$ cat src/rtl/uart_tx_scheduler.sv
// Round-robin scheduler for two byte requesters sharing one 8N1 UART TX line.
// Drives the external baud divider enable and aligns frames to its rising edges.
`timescale 1ns/1ps
module uart_tx_scheduler #(
   parameter int DATA_BITS = 8,
   parameter int STOP_BITS = 1
) (
   input  logic                 ClkIn,
   input  logic                 Reset,
   input  logic                 Valid0,
   input  logic [DATA_BITS-1:0] Data0,
   output logic                 Ack0,
   input  logic                 Valid1,
   input  logic [DATA_BITS-1:0] Data1,
   output logic                 Ack1,
   input  logic                 BaudClk,
   output logic                 BaudEn,
   output logic                 TxOut,
   output logic                 Busy,
   output logic                 GrantId
);

   localparam int CNT_MAX = (DATA_BITS > STOP_BITS) ? DATA_BITS : STOP_BITS;
   localparam int CNT_W   = (CNT_MAX < 2) ? 1 : $clog2(CNT_MAX);
   localparam logic [CNT_W-1:0] LAST_DATA = CNT_W'(DATA_BITS - 1);
   localparam logic [CNT_W-1:0] LAST_STOP = CNT_W'(STOP_BITS - 1);

   typedef enum logic [2:0] {IDLE, ARM, START, DATA, STOP} state_t;

   state_t               state_q, state_d;
   logic [CNT_W-1:0]     bitcnt_q, bitcnt_d;
   logic [DATA_BITS-1:0] shreg_q, shreg_d;
   logic                 ptr_q, ptr_d;
   logic                 tx_q, tx_d;
   logic                 baud_en_q, baud_en_d;
   logic                 busy_q, busy_d;
   logic                 grant_id_q, grant_id_d;
   logic                 ack0_q, ack0_d;
   logic                 ack1_q, ack1_d;
   logic                 prev_q, prev_d;

   logic tick, stop_done, arb_pt, grant, winner;

   assign tick      = BaudClk & ~prev_q;
   assign stop_done = (state_q == STOP) & tick & (bitcnt_q == LAST_STOP);
   assign arb_pt    = (state_q == IDLE) | stop_done;
   assign grant     = arb_pt & (Valid0 | Valid1);
   // With both requesters valid the pointer decides; otherwise the lone requester wins.
   assign winner    = (Valid0 & Valid1) ? ptr_q : Valid1;

   always_ff @(posedge ClkIn) begin
      if (Reset) begin
         state_q    <= IDLE;
         bitcnt_q   <= '0;
         ptr_q      <= 1'b0;
         tx_q       <= 1'b1;
         baud_en_q  <= 1'b0;
         busy_q     <= 1'b0;
         grant_id_q <= 1'b0;
         ack0_q     <= 1'b0;
         ack1_q     <= 1'b0;
         prev_q     <= 1'b0;
      end else begin
         state_q    <= state_d;
         bitcnt_q   <= bitcnt_d;
         ptr_q      <= ptr_d;
         tx_q       <= tx_d;
         baud_en_q  <= baud_en_d;
         busy_q     <= busy_d;
         grant_id_q <= grant_id_d;
         ack0_q     <= ack0_d;
         ack1_q     <= ack1_d;
         prev_q     <= prev_d;
      end
   end

   always_ff @(posedge ClkIn) begin
      shreg_q <= shreg_d;
   end

   always_comb begin
      state_d  = state_q;
      bitcnt_d = bitcnt_q;
      case (state_q)
         IDLE:  if (grant) state_d = ARM;
         ARM:   if (tick) state_d = START;
         START: begin
            if (tick) begin
               state_d  = DATA;
               bitcnt_d = '0;
            end
         end
         DATA: begin
            if (tick) begin
               if (bitcnt_q == LAST_DATA) begin
                  state_d  = STOP;
                  bitcnt_d = '0;
               end else begin
                  bitcnt_d = bitcnt_q + CNT_W'(1);
               end
            end
         end
         STOP: begin
            if (tick) begin
               if (bitcnt_q == LAST_STOP) begin
                  state_d  = grant ? START : IDLE;
                  bitcnt_d = '0;
               end else begin
                  bitcnt_d = bitcnt_q + CNT_W'(1);
               end
            end
         end
         default: state_d = IDLE;
      endcase
   end

   always_comb begin
      tx_d       = tx_q;
      baud_en_d  = baud_en_q;
      busy_d     = busy_q;
      grant_id_d = grant_id_q;
      ptr_d      = ptr_q;
      shreg_d    = shreg_q;
      ack0_d     = 1'b0;
      ack1_d     = 1'b0;
      prev_d     = baud_en_q & BaudClk;
      if (grant) begin
         ack0_d     = ~winner;
         ack1_d     = winner;
         grant_id_d = winner;
         ptr_d      = ~winner;
         shreg_d    = winner ? Data1 : Data0;
      end
      case (state_q)
         IDLE: begin
            tx_d      = 1'b1;
            baud_en_d = grant;
            busy_d    = grant;
         end
         ARM: if (tick) tx_d = 1'b0;
         START: begin
            if (tick) begin
               tx_d    = shreg_q[0];
               shreg_d = shreg_q >> 1;
            end
         end
         DATA: begin
            if (tick) begin
               if (bitcnt_q == LAST_DATA) begin
                  tx_d = 1'b1;
               end else begin
                  tx_d    = shreg_q[0];
                  shreg_d = shreg_q >> 1;
               end
            end
         end
         STOP: begin
            // A grant on the last stop tick starts the next frame with no idle gap.
            if (stop_done) begin
               if (grant) begin
                  tx_d = 1'b0;
               end else begin
                  baud_en_d = 1'b0;
                  busy_d    = 1'b0;
               end
            end
         end
         default: tx_d = 1'b1;
      endcase
   end

   assign Ack0    = ack0_q;
   assign Ack1    = ack1_q;
   assign BaudEn  = baud_en_q;
   assign TxOut   = tx_q;
   assign Busy    = busy_q;
   assign GrantId = grant_id_q;

endmodule

$ cat config.mk
export PLATFORM = sky130hd
export DESIGN_NAME = uart_tx_scheduler
export DESIGN_NICKNAME = d
export VERILOG_FILES = /design/src/rtl/uart_tx_scheduler.sv
export SDC_FILE = /design/constraint.sdc
export NUM_CORES = 1
export LEC_CHECK = 0
export ABC_CLOCK_PERIOD_IN_PS = 1800
export CAP_MARGIN = 30
export CORE_UTILIZATION = 46
export CTS_BUF_LIST = sky130_fd_sc_hd__clkbuf_8
export DETAILED_ROUTE_END_ITERATION = 10
export PLACE_DENSITY = 0.77
export SLEW_MARGIN = 20
export SYNTH_ARGS = -nofsm -noshare
export SYNTH_HDL_FRONTEND = slang
export SYNTH_SLANG_ARGS = --single-unit
$ cat constraint.sdc
create_clock -name ClkIn -period 1.8 [get_ports ClkIn]
set_clock_uncertainty 0.1 [all_clocks]
set_input_delay 0.36 -clock ClkIn [delete_from_list [all_inputs] [get_ports ClkIn]]
set_output_delay 0.36 -clock ClkIn [all_outputs]
set_load 0.05 [all_outputs]
### Word-level counts from Yosys, hierarchy flattened

Index checks and enable logic that the tools add are counted.

| storage, ports and cells | value |
|---|---|
| flip-flop bits (word level) | 21 |
| bits of input ports | 21 |
| output and inout bits | 6 |
| logic and storage cells | 78 |

| operators by class | value |
|---|---|
| add/subtract/negate cells | 1 |
| equality and inequality tests | 15 |
| muxes and demuxes | 32 |
| bitwise logic cells | 11 |
| reductions and logical operators | 9 |

Operators with widths:

| cell | count |
|---|---|
| $mux W8 | 5 |
| $mux W3 | 12 |
| $ne A2 B2 Y1 const B | 9 |
| $pmux W8 S2 | 1 |
| $pmux W3 S5 | 1 |
| $mux W1 | 9 |
| $pmux W3 S3 | 1 |
| $reduce_and A7 Y1 | 1 |
| $and A1 B1 Y1 | 6 |
| $eq A3 B2 Y1 const B | 2 |
| $eq A3 B3 Y1 const B | 2 |
| $logic_not A3 Y1 | 2 |
| $reduce_and A5 Y1 | 1 |
| $pmux W1 S4 | 1 |
| $reduce_and A4 Y1 | 1 |
| $add A3 B1 Y3 const B | 1 |
| $eq A3 B1 Y1 const B | 1 |
| $not A1 Y1 | 3 |
| $reduce_and A3 Y1 | 1 |
| $reduce_bool A3 Y1 | 1 |
| $mux W2 | 1 |
| $ne A2 B1 Y1 const B | 1 |
| $or A1 B1 Y1 | 2 |
| $pmux W1 S2 | 1 |
| 2 further kinds | 2 |

### Depth between registers and ports, before layout

| depth | value |
|---|---|
| depth after elaboration | 10 |
| mapped depth | 7 |
| gate-level depth less buffers | 6 |

### Worst setup path after synthesis

Ideal clock, no wire load.

| path | value |
|---|---|
| kind | register to register |
| start point | reg bitcnt_q[0] |
| end point | reg shreg_q[0] |
| setup time | 123 ps |
| arrival | 1,539 ps |
| required time | 1,577 ps |
| path slack | 38 ps |
| cell stages (with the launch flop) | 7 |
| path buffers | 1 |
| period minus slack after synthesis | 1,762 ps |
| cell sequence | dfxtp_1 ha_1 ha_1 a211oi_1 buf_2 nand3b_2 o211ai_2 |

| on the way | value |
|---|---|
| cells in the longest elaborated chain, start to end | 8 |
| elaborated cells between the ends (all ways) | 10 |
| those cells by class | eq/ne: 1; mux: 5; bitwise: 3; reduce/logical: 1 |

Ends and longest elaborated chain:

| item | line | text |
|---|---|---|
| from (decl) | 31 | `logic [CNT_W-1:0] bitcnt_q, bitcnt_d;` |
| from (signal assigned) | 65 | `bitcnt_q <= bitcnt_d;` |
| $logic_not A3 Y1 | 45 | `assign stop_done = (state_q == STOP) & tick & (bitcnt_q == LAST_STOP);` |
| $and A1 B1 Y1 | 45 |  |
| $or A1 B1 Y1 | 46 | `assign arb_pt = (state_q == IDLE) \| stop_done;` |
| $and A1 B1 Y1 | 47 | `assign grant = arb_pt & (Valid0 \| Valid1);` |
| $mux W8 | 127 | `if (grant) begin` |
| $mux W8 | 149 | `if (bitcnt_q == LAST_DATA) begin` |
| $mux W8 | 148 | `if (tick) begin` |
| $pmux W8 S2 (*) | 134 | `case (state_q)` |
| net shreg_d[0] | 32 | `logic [DATA_BITS-1:0] shreg_q, shreg_d;` |
| to (signal assigned) | 78 | `shreg_q <= shreg_d;` |
| to (decl) | 32 |  |

Mark *: on every way through the listed nets, which the timed path passes. The rest lies on a longest branch.
A chain may end at the register's enable or synchronous reset.

### Worst setup path after layout

| path | value |
|---|---|
| start point | reg bitcnt_q[1] |
| end point | reg shreg_q[1] |

The elaborated chain is that of the path after synthesis.

==> metrics.cfg <==
[critical_path]
required_ps = 1840
criticalPathCategory = reg -> reg
cp.arrival_ps = 1770
worst_path_dominant_cell_family = compound AO/OA/AOI/OAI gates
startpoint_type = flip-flop
endpoint_kind = flip-flop
cp_max_fo = 16
path_cells = inv_1 -> ha_2 -> nand4bb_4 -> a2111o_1 -> buf_12 -> nand3b_1 -> o211ai_2
slowest_stage = a2111o_1
worstPathBufferInverterCount = 2
critPathMaxStageDelay_ps = 420

[status]
status = complete, no violations

[route]
vias = 1056
wl_per_cell_um = 14.1
via_per_inst = 5.56
ant_nets = 0
remaining_drc_errors = 0
dr.pass1.iters = 4
dr.first_iter.drc_count = 28
drt-total-wl_um = 2680

[cts]
h-tree-depth = 1
cts_buffers = 3
clk_pin_slew_worst_paths_ps = 70
root_buffer = clkbuf_8
clk_path_buf_depth = 2
cts_tree = yes
clkSinkCount = 21
clock_latency_ps = 250

[synth]
synth.avg_cell_area_um2 = 9.64
netlist_area_um2 = 1170
yosysMostFrequentCell = dfxtp_1
synth.distinct_cells = 43
postSynthCellCount = 121
yosys-top-cells-count = dfxtp_1, nand2_1, a21oi_1, mux2i_1, o211ai_2
yosysWarningCount = 0
synth.top_cell.area_share_pct = 36.1
synthTopCellsByArea = dfxtp_1, o211ai_2, mux2i_1, a21oi_1, ha_1
async_reset_ff_share_pct = 0
synth-edff-count = 0
syn-num-nets = 145
ys_seq_area_share_pct = 36.1
synth_seq_cells = 21
synth_ff_type = dfxtp_1
yosysTopAreaCell = dfxtp_1

[power]
ir_drop_mv = 0.614
power_density_nw_per_um2 = 779
p_sw_share_pct = 29.7
combPwrFrac_pct = 31.3
pwr-share-seq_pct = 45.5
power_leakage_nw = 0.683
pwr-share-clk_pct = 23.3
p_int_uw = 882
netSwitchingPower_uw = 372
total_power_mw = 1.25

[die]
initial_core_util_pct = 50.8
dieArea_um2 = 2740
core_area_um2 = 2300
die_y_um = 52.4
ios = 27
row_count = 17
die-width_um = 52.4

[place]
dp_hpwl_um = 2040
port_buffers = 26
gp_congestion = 0.840
dp.cells = 184

[timing]
finalHoldViolations = 0
fin_crit_sh_pct = 96.1
max_freq_mhz = 578
finalMaxSlewViolations = 0
period_minus_slack_ps = 1730
rsz0062_at_grt = no
setup_viol = 0
relSlewSlack_pct = 75.2
worstMarginPinSlew_ps = 372

[final_layout]
n_antenna_cell = 0
fin_cells = 190
regArea_um2 = 420
multiInputGateArea_um2 = 692
drive_gt1_share_pct = 27.8
fin_nets = 187
area_growth_pct = 38.1
fill_cells = 189

[hold_path]
hp-class = reg -> reg

[flow_run]
maxCapViolCount = 0

[grt]
antenna_found_initial = 0
grt_pass1_wl_um = 4670
gr-usage-all-layers_pct = 23.1
grt_pass1_vias = 1088
grt_max_degree = 17
gr-total-overflow = 0

logic make-up (layout without fill, tap and decap cells):
| family | after synthesis | count (layout) | synth area share [%] |
|---|---|---|---|
| compound gates | 34 | 34 | 24.1 |
| fa+ha+maj | 3 | 3 | 3.22 |
| buf+inv | 13 | 54 | 5.69 |
| flops | 21 | 21 | 36.1 |
| mux | 10 | 10 | 8.80 |
| simple gates | 40 | 40 | 22.1 |
cell usage in the layout (no fill, tap or decap), types with 2 or more instances in the layout:
| cell type | netlist | final |
|---|---|---|
| clkdlybuf4s50_1 | 0 | 19 |
| inv_1 | 5 | 6 |
| o21ai_0 | 2 | 2 |
| ha_1 | 3 | 2 |
| nor3_1 | 2 | 2 |
| nor2_1 | 6 | 6 |
| a21boi_1 | 0 | 2 |
| mux2i_1 | 8 | 8 |
| clkbuf_8 | 0 | 3 |
| dfxtp_1 | 21 | 21 |
| nor2b_1 | 2 | 2 |
| nand3b_1 | 5 | 5 |
| nand2_1 | 10 | 10 |
| a211oi_1 | 3 | 2 |
| a21oi_1 | 8 | 8 |
| nand3b_2 | 2 | 2 |
| o211ai_2 | 7 | 7 |
| mux2_2 | 2 | 2 |
| nand2b_1 | 3 | 3 |
| buf_4 | 1 | 24 |
registers in the layout (all words and copies together), names as in the netlist:
signal / flops
Ack1: 1
shreg_q: 8
TxOut: 1
Busy: 1
state_q: 3
GrantId: 1
Ack0: 1
ptr_q: 1
bitcnt_q: 3
prev_q: 1
worst min-delay path, stage by stage (launching register included):
cell and delay, ps:
dfxtp_1 320, nand2_1 60, a21oi_1 50
through the flow:
stage	TNS, ps	setup slack (ps)	utilization [%]	area, µm²	hold WS, ps
detailed placement	-4350	-317	67.0	1540	354
floorplan	0	38.4	-	1170	335
global placement	-3420	-280	67.0	1540	350
finish	0	70.8	70.1	1610	373
global route	0	6.79	70.1	1610	410
CTS	0	3.68	69.8	1600	374
power groups by stage:
| stage | logic (mW) | registers (mW) | clock network [mW] |
|---|---|---|---|
| 2_1_floorplan | 0.215 | 0.603 | 0 |
| 3_3_place_gp | 0.370 | 0.575 | 0 |
| 3_5_place_dp | 0.385 | 0.578 | 0 |
| 4_1_cts | 0.390 | 0.569 | 0.306 |
| 5_1_grt | 0.426 | 0.579 | 0.330 |
| 6_report | 0.392 | 0.570 | 0.292 |
cell type report:
type | instances | share of cell area, %
well taps | 28 | 2.18
clock inverters | 1 | 0.233
clock buffers | 3 | 2.56
repair buffers | 45 | 24.8
inverters | 5 | 1.17
flip-flops and latches | 21 | 26.1
multi-input cells | 87 | 43.0
final timing paths:
check	slack, ps	endpoint	depth (start not counted)	start
min	370	GrantId$_SDFFE_PP0N_	2	GrantId$_SDFFE_PP0N_
max reg2reg	70	shreg_q[1]$_DFF_P_	7	bitcnt_q[1]$_SDFFE_PP0P_
min reg2reg	370	GrantId$_SDFFE_PP0N_	2	GrantId$_SDFFE_PP0N_
max	70	shreg_q[1]$_DFF_P_	7	bitcnt_q[1]$_SDFFE_PP0P_
per-layer routing:
metal / GRT usage, % / vias up / share of wire (%)
met5: 0 / - / 0
met4: 7.89 / 0 / 0.34
met1: 28.0 / 505 / 46
met2: 40.3 / 22 / 50
li1: - / 527 / -
met3: 4.35 / 2 / 3.3
what timing repair did:
item | 4_1_cts | 5_1_grt
cloned | 0 | 0
setup buffers | 2 | 0
endpoints found under the hold margin | 0 | 0
resized for setup | 2 | 3
setup endpoints to repair | 9 | 11
pin swaps | 0 | 1
hold buffers | 0 | 0
Note: power is estimated with default switching activity, not from simulation.
